--- src/rtl/syndrome_scheduler.sv ---
// Sequences one shared GF(2^8) syndrome engine over a stored RS(204,188) codeword,
// producing NSYN syndromes into the syndrome register file.
module syndrome_scheduler #(
  parameter int N          = 204,
  parameter int NSYN       = 16,
  parameter int RAM_LAT    = 1,
  parameter int FIRST_ROOT = 0
) (
  input  logic       Clk,
  input  logic       Reset,
  input  logic       start,
  output logic       busy,
  output logic       done,
  output logic       nonzero_flag,
  output logic       cw_rd,
  output logic [7:0] cw_addr,
  input  logic [7:0] cw_data,
  output logic       eng_clr,
  output logic       eng_en,
  output logic [7:0] eng_alpha,
  output logic [7:0] eng_byte,
  input  logic [7:0] eng_syn,
  output logic       syn_wr,
  output logic [3:0] syn_waddr,
  output logic [7:0] syn_wdata
);

  // state | meaning
  // IDLE  | waiting for start
  // CLR   | clear engine accumulator for syndrome i
  // READ  | stream N codeword bytes, address ascending
  // WAIT  | drain RAM latency, let last engine update settle
  // CAP   | write syndrome i, fold into nonzero flag
  // DONE  | one-cycle completion pulse
  typedef enum logic [2:0] {
    S_IDLE, S_CLR, S_READ, S_WAIT, S_CAP, S_DONE
  } state_t;

  localparam logic [7:0] ADDR_LAST = 8'(N - 1);
  localparam logic [3:0] IDX_LAST  = 4'(NSYN - 1);

  state_t             state, state_nxt;
  logic [7:0]         cnt, cnt_nxt;
  logic [3:0]         idx, idx_nxt;
  logic               flag_nxt;
  logic [RAM_LAT-1:0] rd_pipe;
  logic [8:0]         alpha_sum;
  logic [8:0]         alpha_mod;

  always_ff @(posedge Clk) begin
    if (Reset) begin
      state        <= S_IDLE;
      cnt          <= '0;
      idx          <= '0;
      nonzero_flag <= 1'b0;
      rd_pipe      <= '0;
    end else begin
      state        <= state_nxt;
      cnt          <= cnt_nxt;
      idx          <= idx_nxt;
      nonzero_flag <= flag_nxt;
      rd_pipe[0]   <= cw_rd;
      for (int j = 1; j < RAM_LAT; j++) rd_pipe[j] <= rd_pipe[j-1];
    end
  end

  // 9-bit sum so FIRST_ROOT+i wraps correctly at 255
  assign alpha_sum = 9'(FIRST_ROOT % 255) + {5'b0, idx};
  assign alpha_mod = (alpha_sum >= 9'd255) ? (alpha_sum - 9'd255) : alpha_sum;

  assign eng_en   = rd_pipe[RAM_LAT-1];
  assign eng_byte = cw_data;

  always_comb begin
    state_nxt = state;
    cnt_nxt   = cnt;
    idx_nxt   = idx;
    flag_nxt  = nonzero_flag;
    busy      = (state != S_IDLE);
    done      = 1'b0;
    cw_rd     = 1'b0;
    cw_addr   = '0;
    eng_clr   = 1'b0;
    eng_alpha = (state == S_IDLE) ? 8'd0 : alpha_mod[7:0];
    syn_wr    = 1'b0;
    syn_waddr = '0;
    syn_wdata = '0;
    unique case (state)
      S_IDLE: begin
        if (start) begin
          state_nxt = S_CLR;
          idx_nxt   = '0;
          flag_nxt  = 1'b0;
        end
      end
      S_CLR: begin
        eng_clr   = 1'b1;
        cnt_nxt   = ADDR_LAST;
        state_nxt = S_READ;
      end
      S_READ: begin
        cw_rd   = 1'b1;
        cw_addr = ADDR_LAST - cnt;
        if (cnt == 8'd0) begin
          cnt_nxt   = 8'(RAM_LAT);
          state_nxt = S_WAIT;
        end else begin
          cnt_nxt = cnt - 8'd1;
        end
      end
      S_WAIT: begin
        if (cnt == 8'd0) state_nxt = S_CAP;
        else             cnt_nxt   = cnt - 8'd1;
      end
      S_CAP: begin
        syn_wr    = 1'b1;
        syn_waddr = idx;
        syn_wdata = eng_syn;
        flag_nxt  = nonzero_flag | (eng_syn != 8'd0);
        if (idx == IDX_LAST) begin
          state_nxt = S_DONE;
        end else begin
          idx_nxt   = idx + 4'd1;
          state_nxt = S_CLR;
        end
      end
      S_DONE: begin
        done      = 1'b1;
        state_nxt = S_IDLE;
      end
      default: state_nxt = S_IDLE;
    endcase
  end

endmodule
--- config.mk ---
export PLATFORM = sky130hd
export DESIGN_NAME = syndrome_scheduler
export DESIGN_NICKNAME = d
export VERILOG_FILES = /design/src/rtl/syndrome_scheduler.sv
export SDC_FILE = /design/constraint.sdc
export NUM_CORES = 1
export LEC_CHECK = 0
export CORE_MARGIN = 2
export CORE_UTILIZATION = 30
export CTS_BUF_LIST = sky130_fd_sc_hd__clkbuf_4 sky130_fd_sc_hd__clkbuf_8
export CTS_CLUSTER_DIAMETER = 100
export DETAILED_ROUTE_END_ITERATION = 10
export PLACE_DENSITY = 0.6
export SKIP_CTS_REPAIR_TIMING = 1
export SYNTH_ARGS = -nofsm -noshare
export SYNTH_HDL_FRONTEND = slang
export SYNTH_SLANG_ARGS = --single-unit
--- constraint.sdc ---
create_clock -name Clk -period 2.35 [get_ports Clk]
set_input_delay 0.47 -clock Clk [delete_from_list [all_inputs] [get_ports Clk]]
set_output_delay 0.47 -clock Clk [all_outputs]
set_load 0.05 [all_outputs]
==> results.cfg, run 1 <==
[drt]
wirelength_um = 3318
drc = 0
wire_per_inst_um = 13.17
drtPass1Iterations = 4
drtIter0Drc = 64
viasPerCell = 5.159
antenna_left = 0
vias = 1300

[sta]
fin_hold_ws_ps = 470.0
fmax_mhz = 457.2
drv_slew = 0
finalSetupViolCount = 0
rsz0062_at_grt = no
timing.final.crit_share_pct = 93.07
period_minus_slack_ps = 2187
hold_viol = 0
fin_ws_ps = 162.8
skew_ps = 1.172
max-slew-margin-rel_pct = 60.88
worstMarginPinSlew_ps = 586.2

[power]
p_total_uw = 1151
leakage_uw = 0.0008001
ir_drop_mv = 0.3364
power_density_mw_per_mm2 = 588.4

[setup_path]
crit_path_start_kind = flop
worst_path_largest_cell_delay_ps = 520
crit_required_ps = 1880
reg2regPathDepth = 6
path_max_fanout = 11
reg2reg_slack_ps = 270
worstPathCellList = nor2b_1 > nand2_2 > nor3b_2 > buf_12
timing_worst_setup_path_type = flop to output pin
slowest_stage = dfxtp_1
startpoint = state[1]$_SDFFE_PP0P_
worstReg2RegStart = cnt[2]$_SDFFE_PP0P_
endpoint_kind = output pin
worstReg2RegEnd = cnt[5]$_SDFFE_PP0P_
crit_end = cw_addr[7]
critical_path_arrival_ps = 1720

[worst_hold_path]
hold_path_class = flop to flop
hold_path_startpoint = nonzero_flag$_SDFFE_PP0P_
min_path_cells = 2

[layout]
diodes = 0
nNetsFinal = 227
instances_no_fill = 252
layout-drive-gt1-share_pct = 24.26
synthToLayoutAreaGrowth_pct = 52.14
final_area_sq_mm = 0.001957

[clock_tree]
cts_tree = done
cts_buffers = 3
clkSinkCount = 17
path_clk_slew_ps = 70
insertion_delay_ps = 250
cts_max_level = 1
root_buffer = clkbuf_8
clk_path_buf_depth = 2

[yosys]
syn-instance-count = 168
synth.most_common_cell = dfxtp_1
synth_edf_count = 0
synth.area.top_cells = dfxtp_1, buf_4, and3_1
async_reset_ff_share_pct = 0
syn_area_per_cell_sq_um = 7.656
yosys.area.top_type = dfxtp_1
seq_area_frac_synth_pct = 26.46
synthFlopType = dfxtp_1
synthTopCellsByCount = dfxtp_1, nor2_1, and3_1
synthesis.area_sq_mm = 0.001286
yosys_register_bits = 17
synth_top_area_share_pct = 26.46
synth_cell_types = 43
synth.yosys.warnings = 0

[global_route]
grt_pass1_vias = 1171
grt_max_degree = 23
grt_overflow = 0
grt_pass1_wl_um = 5616
grtUsageTotal_pct = 14.10
antenna_found_initial = 0

[floorplan]
fp.dieW_um = 69.48
initial_utilization_pct = 31.70
die-area_sq_mm = 0.004827
num_rows = 23
boundaryPins = 62
die_h_um = 69.48
core_area_sq_mm = 0.004058

[placement]
routabilityCongestion = 0.8554
port_buffers = 41
place_area_sq_mm = 0.001906
dp.cells = 248
dpl.hpwl_um = 2549
place_ws_ps = 241.9

[run_status]
status = finished clean

[run]
drv_cap = 0
## registers in the layout (all words and copies together) (netlist names)
register / flops
cnt: 8
idx: 4
state: 3
eng_en: 1
nonzero_flag: 1
## routing by layer
layer,track usage (%),up-vias,wire length (um)
met5,0,-,0
met4,6.318,0,42
met3,1.599,4,222
met2,20.30,46,1508
met1,20.85,590,1544
li1,-,660,-
## cell usage in the layout, fill, tap and decap left out, drive strengths merged, types with 2 or more instances in the layout
master and n:
o31ai 2, a311oi 2, or3 3, buf 35
a311o 2, a21oi 11, or4 2, and3 13
nor4 3, ha 5, xnor2 2, dfxtp 17
o21ai 8, o211ai 2, nor3b 2, a21o 3
nand2 8, nor3 8, inv 9, nand4 3
a211oi 3, conb 4, nand3 5, nor2 14
clkdlybuf4s50 12, nor2b 7, clkbuf 3
## stage by stage
stage / TNS, ps / util, %
floorplan: 0 / -
global placement: 0 / 46.96
detailed placement: 0 / 46.96
CTS: -44.53 / 48.10
global route: 0 / 48.23
finish: 0 / 48.23
## final cells by class
class / count / area [sq um]
Sequential cell: 17 / 340.3
Clock inverter: 1 / 5.005
Timing Repair Buffer: 47 / 670.6
Multi-Input combinational cell: 125 / 803.3
Tap cell: 50 / 62.56
Clock buffer: 3 / 41.29
Inverter: 9 / 33.78
Fill cell: 390 / 2101
## logic make-up (layout without fill, tap and decap cells)
family                     Yosys count  in the layout  synth area share [%]
and+or+nand+nor                     76             76                 34.24
AOI/OAI and AO/OA                   37             37                 18.58
buffers and inverters               29             60                 13.52
DFF                                 17             17                 26.46
adders and majority gates            5              5                 4.864
xor gates and xnor gates             3              3                 2.043
other                                1              4                0.2915
## critical path, delay by kind of cell, from the launching register on
kind	cells	cell delay (ps)
and+or+nand+nor	3	770
DFF	1	520
buffers and inverters	1	170
## report_power, final
| group | internal, uW | switching [uW] | total, uW |
|---|---|---|---|
| clock | 118 | 109 | 227 |
| combinational | 233 | 317 | 550 |
| sequential | 319 | 55.3 | 375 |
## worst min-delay path by stage
stage	slack, ps	end
finish	470	nonzero_flag$_SDFFE_PP0P_
global placement	460	nonzero_flag$_SDFFE_PP0P_
floorplan	470	idx[0]$_SDFFE_PP0P_
global route	490	nonzero_flag$_SDFFE_PP0P_
detailed placement	450	nonzero_flag$_SDFFE_PP0P_
CTS	470	nonzero_flag$_SDFFE_PP0P_
No activity file was read; power rests on OpenSTA's default activity.
==> run 2, diff against run 1 <==
- ABC_AREA: unset -> 1
- PLACE_DENSITY: 0.6 -> 0.59
==> run 2 against run 1 <==
  * Sequential share of layout area about the same
  * Die area up 4.8%
  * Worst hold slack worse by 15 ps
  * Combinational power rose to 3.2 times the previous value
  * Clock skew up 3.7 ps
  * Clock-buffer cell count unchanged
  * Worst setup slack worse by 30 ps
  * Final area up 0.13%
  * Area after synthesis up 5.1%
==> results.cfg, run 2 <==
[drt]
vias = 1397
drc = 0
drtPass1Iterations = 4
viasPerCell = 4.521
drtIter0Drc = 63
wirelength_um = 3346
antenna_left = 0
wire_per_inst_um = 10.83

[yosys]
synth.area.top_cells = dfxtp_1, nor2_1, inv_1
seq_area_frac_synth_pct = 25.19
synthesis.area_sq_mm = 0.001351
synth_top_area_share_pct = 25.19
synthFlopType = dfxtp_1
synth.yosys.warnings = 0
synth_cell_types = 25
async_reset_ff_share_pct = 0
syn_area_per_cell_sq_um = 6.033
yosys.area.top_type = dfxtp_1
synthTopCellsByCount = nor2_1, inv_1, nand2_1
syn-instance-count = 224
synth.most_common_cell = nor2_1
yosys_register_bits = 17
synth_edf_count = 0

[layout]
final_cell_mix = nor2_1, inv_1, nand2_1, dfxtp_1, buf_12
largest_registers = cnt: 8 flops, idx: 4 flops, state: 3 flops
diodes = 0
synthToLayoutAreaGrowth_pct = 45.00
final_common_cell = nor2_1
regMostFlops = cnt
largest_reg_flops = 8
nNetsFinal = 282
instances_no_fill = 309
layout-drive-gt1-share_pct = 19.07

[sta]
rsz0062_at_grt = no
fmax_mhz = 451.0
finalSetupViolCount = 0
fin_hold_ws_ps = 455.4
skew_ps = 4.913
drv_slew = 0
period_minus_slack_ps = 2218
hold_viol = 0
timing.final.crit_share_pct = 94.36
fin_ws_ps = 132.5
max-slew-margin-rel_pct = 66.04
worstMarginPinSlew_ps = 508.6

[floorplan]
die_h_um = 71.12
core_area_sq_mm = 0.004354
fp.dieW_um = 71.12
num_rows = 24
initial_utilization_pct = 31.03
die-area_sq_mm = 0.005057
boundaryPins = 62

[clock_tree]
cts_buffers = 3
insertion_delay_ps = 260
cts_max_level = 1
root_buffer = clkbuf_8
clk_path_buf_depth = 2
cts_tree = done
clkSinkCount = 17
path_clk_slew_ps = 80

[run_status]
status = finished clean

[worst_hold_path]
hold_path_class = flop to flop

[setup_path]
worstPathCellList = nand3_1 > inv_1 > clkdlybuf4s50_1
critical-path-top-delay-family = buffers and inverters
worst_path_largest_cell_delay_ps = 800
crit_required_ps = 1880
crit_path_start_kind = flop
path_max_fanout = 6
timing_worst_setup_path_type = flop to output pin
slowest_stage = clkdlybuf4s50_1
endpoint_kind = output pin
critPathBufInv = 2
critical_path_arrival_ps = 1750

[power]
ir_drop_mv = 0.3707
leakage_uw = 0.0009962
power_density_mw_per_mm2 = 1299

[run]
drv_cap = 0

[global_route]
antenna_found_initial = 0
grtUsageTotal_pct = 13.98
grt_overflow = 0
grt_max_degree = 16
grt_pass1_wl_um = 5589
grt_pass1_vias = 1219

[placement]
dpl.hpwl_um = 2736
routabilityCongestion = 0.8104
port_buffers = 41
place_ws_ps = 191.3
dp.cells = 305
==> run 2: path summary, 6_finish.rpt <==
check / startpoint / end / slack, ps / depth (start not counted)
min: nonzero_flag$_SDFFE_PP0P_ / nonzero_flag$_SDFFE_PP0P_ / 460 / 2
max: state[0]$_SDFFE_PP0P_ / eng_clr / 130 / 3
max reg2reg: cnt[2]$_SDFFE_PP0P_ / cnt[1]$_SDFFE_PP0P_ / 720 / 10
min reg2reg: nonzero_flag$_SDFFE_PP0P_ / nonzero_flag$_SDFFE_PP0P_ / 460 / 2
==> run 2: final cells by class <==
cell class	instances	area, sq um
clock inverters	1	7.507
fillers	460	2395
repair buffers	42	585.6
clock buffers	3	41.29
inverters	42	157.7
multi-input cells	152	762.0
well taps	52	65.06
flip-flops and latches	17	340.3
==> run 2: cells by family after synthesis <==
kind of cell,count (synthesis),synth area share [%]
and+or+nand+nor,113,38.24
other,1,0.2775
adders and majority gates,5,4.630
AOI/OAI and AO/OA,29,10.93
buffers and inverters,58,20.09
xor gates and xnor gates,1,0.6483
DFF,17,25.19
==> run 2: tightest hold or removal path, delay by kind of cell (launching register included) <==
family,cells,cell delay (ps)
buf+inv,1,50
flops,1,310
compound gates,1,50
==> run 2: per-layer routing <==
metal / up-vias / global-route usage (%) / routed length [um]
met1: 635 / 18.78 / 1587
met4: 0 / 6.289 / 66
met5: - / 0 / 0
met3: 5 / 2.137 / 115
li1: 738 / - / -
met2: 19 / 22.12 / 1576
==> run 2: power breakdown <==
part / total [uW] / switching (uW) / internal (uW)
clock network: 238 / 119 / 120
logic: 1780 / 1180 / 602
registers: 526 / 139 / 387
==> run 2: per-stage QoR <==
stage / area [sq um] / total power (uW) / TNS (ps) / utilization [%]
6_report: 1959 / 2545 / 0 / 45.00
2_1_floorplan: 1374 / 1883 / 0 / -
3_5_place_dp: 1898 / 2321 / 0 / 43.59
5_1_grt: 1959 / 2776 / 0 / 45.00
4_1_cts: 1947 / 2561 / -391.8 / 44.71
3_3_place_gp: 1898 / 2311 / 0 / 43.59
==> run 3, diff against run 2 <==
- SLEW_MARGIN: unset -> 20
==> results of run 3 <==
Final layout, timing and power as in run 2 (identical DEF).
